==> config.mk <==
export PLATFORM = sky130hd
export DESIGN_NAME = vga_timing_gen
export DESIGN_NICKNAME = d
export VERILOG_FILES = /design/src/rtl/vga_timing_gen.sv
export SDC_FILE = /design/constraint.sdc
export NUM_CORES = 1
export LEC_CHECK = 0
export ABC_AREA = 1
export CORE_MARGIN = 1.5
export CORE_UTILIZATION = 40
export DETAILED_ROUTE_END_ITERATION = 6
export GPL_TIMING_DRIVEN = 0
export PLACE_DENSITY = 0.67
export SLEW_MARGIN = 15
export SYNTH_ARGS = -nofsm -noshare
export SYNTH_HDL_FRONTEND = slang
export SYNTH_SLANG_ARGS = --single-unit
==> constraint.sdc <==
create_clock -name clk -period 1.9 [get_ports clk]
set_clock_uncertainty 0.05 [all_clocks]
set_input_delay 0.285 -clock clk [delete_from_list [all_inputs] [get_ports clk]]
set_output_delay 0.285 -clock clk [all_outputs]
set_load 0.005 [all_outputs]
==> src/rtl/vga_timing_gen.sv <==
// vga_timing_gen: parametrised raster timing generator for the TinyQV VGA
// console. The default mode is 1024x768@60 CVT at a 64 MHz pixel clock.
// Optional feature macro: SCANLINE_IRQ_EN (line-compare interrupt).
//
// Ports:
//   clk, rst_n       pixel clock, async active-low reset
//   en               timing enable; low restarts the raster at (0,0)
//   irq_clr          one-cycle pulse clearing frame_irq / line_irq
//   line_cmp         line-compare value (used only with SCANLINE_IRQ_EN)
//   x, y             current pixel column / line
//   x_cell, x_sub    column cell index / pixel within cell
//   y_cell, y_sub    row cell index / line within cell
//   hsync, vsync     sync outputs at H_POL / V_POL active level
//   blank            1 outside the active area
//   frame_cnt        frames completed, wraps
//   frame_irq        latched start-of-vblank interrupt
//   line_irq         latched line-compare interrupt
module vga_timing_gen #(
    parameter int unsigned H_ACTIVE = 1024,
    parameter int unsigned H_FP     = 48,
    parameter int unsigned H_SYNC   = 104,
    parameter int unsigned H_BP     = 152,
    parameter int unsigned V_ACTIVE = 768,
    parameter int unsigned V_FP     = 3,
    parameter int unsigned V_SYNC   = 4,
    parameter int unsigned V_BP     = 23,
    parameter bit          H_POL    = 1'b0,
    parameter bit          V_POL    = 1'b1,
    parameter int unsigned X_CELL   = 32,
    parameter int unsigned Y_CELL   = 48,
    localparam int unsigned H_TOTAL = H_ACTIVE + H_FP + H_SYNC + H_BP,
    localparam int unsigned V_TOTAL = V_ACTIVE + V_FP + V_SYNC + V_BP,
    localparam int unsigned XW      = $clog2(H_TOTAL),
    localparam int unsigned YW      = $clog2(V_TOTAL),
    localparam int unsigned XCW     = $clog2(H_TOTAL / X_CELL + 1),
    localparam int unsigned YCW     = $clog2(V_TOTAL / Y_CELL + 1),
    localparam int unsigned XSW     = $clog2(X_CELL),
    localparam int unsigned YSW     = $clog2(Y_CELL)
) (
    input  logic           clk,
    input  logic           rst_n,
    input  logic           en,
    input  logic           irq_clr,
    input  logic [YW-1:0]  line_cmp,
    output logic [XW-1:0]  x,
    output logic [YW-1:0]  y,
    output logic [XCW-1:0] x_cell,
    output logic [XSW-1:0] x_sub,
    output logic [YCW-1:0] y_cell,
    output logic [YSW-1:0] y_sub,
    output logic           hsync,
    output logic           vsync,
    output logic           blank,
    output logic [7:0]     frame_cnt,
    output logic           frame_irq,
    output logic           line_irq
);

    localparam logic [XW-1:0]  X_LAST     = XW'(H_TOTAL - 1);
    localparam logic [YW-1:0]  Y_LAST     = YW'(V_TOTAL - 1);
    localparam logic [XSW-1:0] X_SUB_LAST = XSW'(X_CELL - 1);
    localparam logic [YSW-1:0] Y_SUB_LAST = YSW'(Y_CELL - 1);
    localparam logic [YW-1:0]  Y_VBLANK   = YW'(V_ACTIVE);
    localparam int unsigned    HS_START   = H_ACTIVE + H_FP;
    localparam int unsigned    HS_END     = H_ACTIVE + H_FP + H_SYNC;
    localparam int unsigned    VS_START   = V_ACTIVE + V_FP;
    localparam int unsigned    VS_END     = V_ACTIVE + V_FP + V_SYNC;

    logic [XW-1:0]  x_nxt;
    logic [YW-1:0]  y_nxt;
    logic [XCW-1:0] x_cell_nxt;
    logic [XSW-1:0] x_sub_nxt;
    logic [YCW-1:0] y_cell_nxt;
    logic [YSW-1:0] y_sub_nxt;
    logic           hsync_nxt;
    logic           vsync_nxt;
    logic           blank_nxt;
    logic           frame_evt;

    always_comb begin
        x_nxt      = x;
        y_nxt      = y;
        x_cell_nxt = x_cell;
        x_sub_nxt  = x_sub;
        y_cell_nxt = y_cell;
        y_sub_nxt  = y_sub;
        if (!en) begin
            x_nxt      = '0;
            y_nxt      = '0;
            x_cell_nxt = '0;
            x_sub_nxt  = '0;
            y_cell_nxt = '0;
            y_sub_nxt  = '0;
        end else if (x == X_LAST) begin
            x_nxt      = '0;
            x_cell_nxt = '0;
            x_sub_nxt  = '0;
            if (y == Y_LAST) begin
                y_nxt      = '0;
                y_cell_nxt = '0;
                y_sub_nxt  = '0;
            end else begin
                y_nxt = y + YW'(1);
                if (y_sub == Y_SUB_LAST) begin
                    y_sub_nxt  = '0;
                    y_cell_nxt = y_cell + YCW'(1);
                end else begin
                    y_sub_nxt = y_sub + YSW'(1);
                end
            end
        end else begin
            x_nxt = x + XW'(1);
            if (x_sub == X_SUB_LAST) begin
                x_sub_nxt  = '0;
                x_cell_nxt = x_cell + XCW'(1);
            end else begin
                x_sub_nxt = x_sub + XSW'(1);
            end
        end

        // Decoding from the next-state counters keeps the registered
        // sync/blank aligned with the registered x/y of the same pixel.
        hsync_nxt = ((32'(x_nxt) >= HS_START) && (32'(x_nxt) < HS_END)) ? H_POL : ~H_POL;
        vsync_nxt = ((32'(y_nxt) >= VS_START) && (32'(y_nxt) < VS_END)) ? V_POL : ~V_POL;
        blank_nxt = (32'(x_nxt) >= H_ACTIVE) || (32'(y_nxt) >= V_ACTIVE);
        frame_evt = en && (x_nxt == '0) && (y_nxt == Y_VBLANK);
    end

    always_ff @(posedge clk or negedge rst_n) begin
        if (!rst_n) begin
            x         <= '0;
            y         <= '0;
            x_cell    <= '0;
            x_sub     <= '0;
            y_cell    <= '0;
            y_sub     <= '0;
            hsync     <= ~H_POL;
            vsync     <= ~V_POL;
            blank     <= 1'b0;
            frame_cnt <= '0;
            frame_irq <= 1'b0;
        end else begin
            x      <= x_nxt;
            y      <= y_nxt;
            x_cell <= x_cell_nxt;
            x_sub  <= x_sub_nxt;
            y_cell <= y_cell_nxt;
            y_sub  <= y_sub_nxt;
            hsync  <= hsync_nxt;
            vsync  <= vsync_nxt;
            blank  <= blank_nxt;
            if (frame_evt) begin
                frame_cnt <= frame_cnt + 8'd1;
            end
            // A new event takes priority over a coincident clear.
            if (frame_evt) begin
                frame_irq <= 1'b1;
            end else if (irq_clr) begin
                frame_irq <= 1'b0;
            end
        end
    end

`ifdef SCANLINE_IRQ_EN
    logic line_hit;
    assign line_hit = en && (x_nxt == '0) && (y_nxt == line_cmp);

    always_ff @(posedge clk or negedge rst_n) begin
        if (!rst_n) begin
            line_irq <= 1'b0;
        end else if (line_hit) begin
            line_irq <= 1'b1;
        end else if (irq_clr) begin
            line_irq <= 1'b0;
        end
    end
`else
    logic unused_line_cmp;
    assign unused_line_cmp = ^line_cmp;
    assign line_irq        = 1'b0;
`endif

endmodule

==> qor.yml <==
yosys_warnings: 0
drv_slew: 0
maxCapViolCount: 0
fin_cells: 658
netlist_top_cells_area: "dfrtp_1 (40%), nand2_1 (14%), inv_1 (8.2%)"
status: "finished with violations"
synth_edf_count: 0
cp.arrival_ps: 2240
synth.most_common_cell: "nand2_1"
antenna_found_initial: 0
slowest_delay_ps: 470
fmax_ghz: 0.481
wl_per_cell_um: 13.0
p_leak_nw: 2.24
violations: "negative setup slack"
setup_viol: 11
avgViaCountPerCell: 5.03
grt_overflow: 0
synthFlopType: "dfrtp_1"
hold_viol: 0
critPathBufInv: 1
hold_slack_ps: 457
ir_worst_vdd_v: 0.000441
relSlewSlack_pct: 52.7
ant_nets: 0
clkSinkCount: 55
syn_inst: 462
io_pins: 70
crit_required_ps: 2070
synth_seq_cells: 55
r2r_end: "frame_cnt[1]$_DFFE_PN0P_"
hp-class: "register to register"
ys_types: 35
p_per_area_mw_per_mm2: 487
hpwl_mm: 6.02
antenna_cells: 0
hold_end: "x_sub[0]$_DFF_PN0_"
cts_buffers: 5
clkTransAtPathRegs_ps: 100
drt-initial-drc-count: 185
grt_max_degree: 56
finalCritPeriodShare_pct: 109
min-delay-start: "x_sub[0]$_DFF_PN0_"
slowest_stage: "dfrtp_2"
cts_max_level: 2
drive_gt1_share_pct: 20.3
min_delay_path_depth: 1
start_util_pct: 41.4
rows: 33
die_area_mm2: 0.00911
cts_root_buffer: "clkbuf_8"
clockBufferDepth: 2
rrSetupSlack_ps: -180
fill_cells: 782
coreArea_mm2: 0.00826
async_flop_share_pct: 100
die_w_um: 95.4
cp_cell_sequence: "nor2_1 -> nand2_1 -> nor2_2 -> nand4_1 -> nand3_4 -> nand2_4 -> buf_4 -> nor3_2 -> nand3_1 -> nand2_1 -> nand2_1"
firstDrtPassIters: 4
rr_worst_depth: 11
critPathLaunchType: "register"
wl_mm: 8.55
die_h_um: 95.4
synthToLayoutAreaGrowth_pct: 37.6
synth_area_per_cell_um2: 7.40
crit_family: "simple AND/OR/NAND/NOR gates"
via_count: 3310
r2r-start: "x[7]$_DFF_PN0_"
drc: 0
yosysTopAreaCell: "dfrtp_1"
crit_path_frequent_cell: "nand2_1"
routabilityCongestion: 0.936
rsz0062_at_grt: "true"
netlist_top_cells_count: "nand2_1 (124), inv_1 (75), dfrtp_1 (54)"
path_max_fanout: 7
synth_area_mm2: 0.00342
placed_cells: 625
final_net_count: 575
clkLatencyLatePin_ps: 310
cp-startpoint: "x[7]$_DFF_PN0_"
finalWorstSetupSlack_ps: -179
numPortBuffers: 58
grtUsageTotal_pct: 19.9
synth_top_area_share_pct: 39.5
grt_pass1_vias: 3099
min_period_ps: 2080
seq_area_frac_synth_pct: 40.3
worst_pin_slew_ps: 709
critPathKind: "register to register"
syn_nets: 485
tritoncts: "yes"
cp-end-kind: "register"
grt_pass1_wl_mm: 14.3
[report_power, final]
group	leakage (nW)	total, W	switching, W	internal (W)
combinational	1.48	0.000254	0.000134	0.000120
clock	0.0587	0.000806	0.000406	0.000400
sequential	0.703	0.00123	0.0000317	0.00120
total	2.24	0.00229	0.000571	0.00172
[layout make-up]
cell class | instances | area, um2 | share of cell area (%)
Multi-Input combinational cell | 322 | 1920 | 40.9
Sequential cell | 55 | 1390 | 29.6
Timing Repair Buffer | 83 | 779 | 16.6
Inverter | 77 | 295 | 6.28
Tap cell | 105 | 131 | 2.79
Clock buffer | 5 | 68.8 | 1.46
Buffer | 8 | 66.3 | 1.41
Clock inverter | 3 | 47.5 | 1.01
[kinds of logic after synthesis]
family | Yosys count | share of synthesized area, %
adders and majority gates | 9 | 3.29
AOI/OAI and AO/OA | 39 | 6.59
DFF | 55 | 40.3
muxes | 1 | 0.293
other | 1 | 0.110
and+or+nand+nor | 261 | 36.3
xor gates and xnor gates | 11 | 2.82
buffers and inverters | 85 | 10.3
[registers in the layout (all words and copies together) (netlist names)]
| name | cells |
|---|---|
| x | 11 |
| y | 10 |
| frame_cnt | 8 |
| x_cell | 6 |
| y_sub | 6 |
| x_sub | 5 |
| y_cell | 5 |
| blank | 1 |
| frame_irq | 1 |
| hsync | 1 |
| vsync | 1 |
[worst register-to-register path, stage by stage (launching register included)]
cell and delay [ps]:
dfrtp_2 470, nor2_1 280, nand2_1 110, nor2_2 130, nand4_1 160, nand3_4 150, nand2_4 70, buf_4 130
nor3_2 170, nand3_1 130, nand2_1 80, nand2_1 50
[layout by cell type (no fill, tap or decap), types with 7 or more instances in the layout]
cell	netlist	final
xor2_1	11	11
nor2_1	49	38
nand3_4	3	7
dfrtp_1	54	44
o21bai_1	8	8
inv_1	75	74
a21oi_1	11	10
dfrtp_2	0	10
buf_4	3	26
nand3_1	41	35
o21ai_0	16	7
nand2_1	124	120
nand4_1	11	11
nor2_2	3	11
clkdlybuf4s50_1	0	57
[worst max path at each step]
stage	endpoint	slack [ps]	cells after the start
floorplan	frame_cnt[0]$_DFFE_PN0P_	-70	13
global placement	x[0]$_DFF_PN0_	-1500	1
detailed placement	frame_cnt[2]$_DFFE_PN0P_	-570	7
CTS	frame_cnt[6]$_DFFE_PN0P_	-210	13
global route	frame_cnt[3]$_DFFE_PN0P_	-350	14
finish	frame_cnt[1]$_DFFE_PN0P_	-180	11
[routing by layer]
| layer | vias up | wire length (um) | track usage (%) |
|---|---|---|---|
| li1 | 1648 | - | - |
| met4 | 0 | 71 | 4.53 |
| met5 | - | 0 | 0 |
| met1 | 1595 | 3960 | 27.6 |
| met2 | 60 | 4190 | 32.5 |
| met3 | 7 | 328 | 3.35 |
[stage by stage]
step	power [W]	TNS [ps]	util, %	area [um2]	setup slack (ps)
2_1_floorplan	0.00135	-482	-	3440	-73.0
4_1_cts	0.00229	-2040	54.3	4490	-209
5_1_grt	0.00240	-3730	57.0	4700	-349
6_report	0.00229	-1490	57.0	4700	-179
3_5_place_dp	0.00147	-9530	50.2	4150	-573
3_3_place_gp	0.00146	-79860	50.3	4150	-1500
[what timing repair did]
| action | in CTS | in global routing |
|---|---|---|
| setup buffers | 15 | 9 |
| hold buffers | 1 | 0 |
| endpoints found under the setup margin | 29 | 21 |
| gates resized for setup | 28 | 50 |
| endpoints found under the hold margin | 37 | 0 |
| pin swaps | 17 | 15 |
No activity file was read; power rests on OpenSTA's default activity.
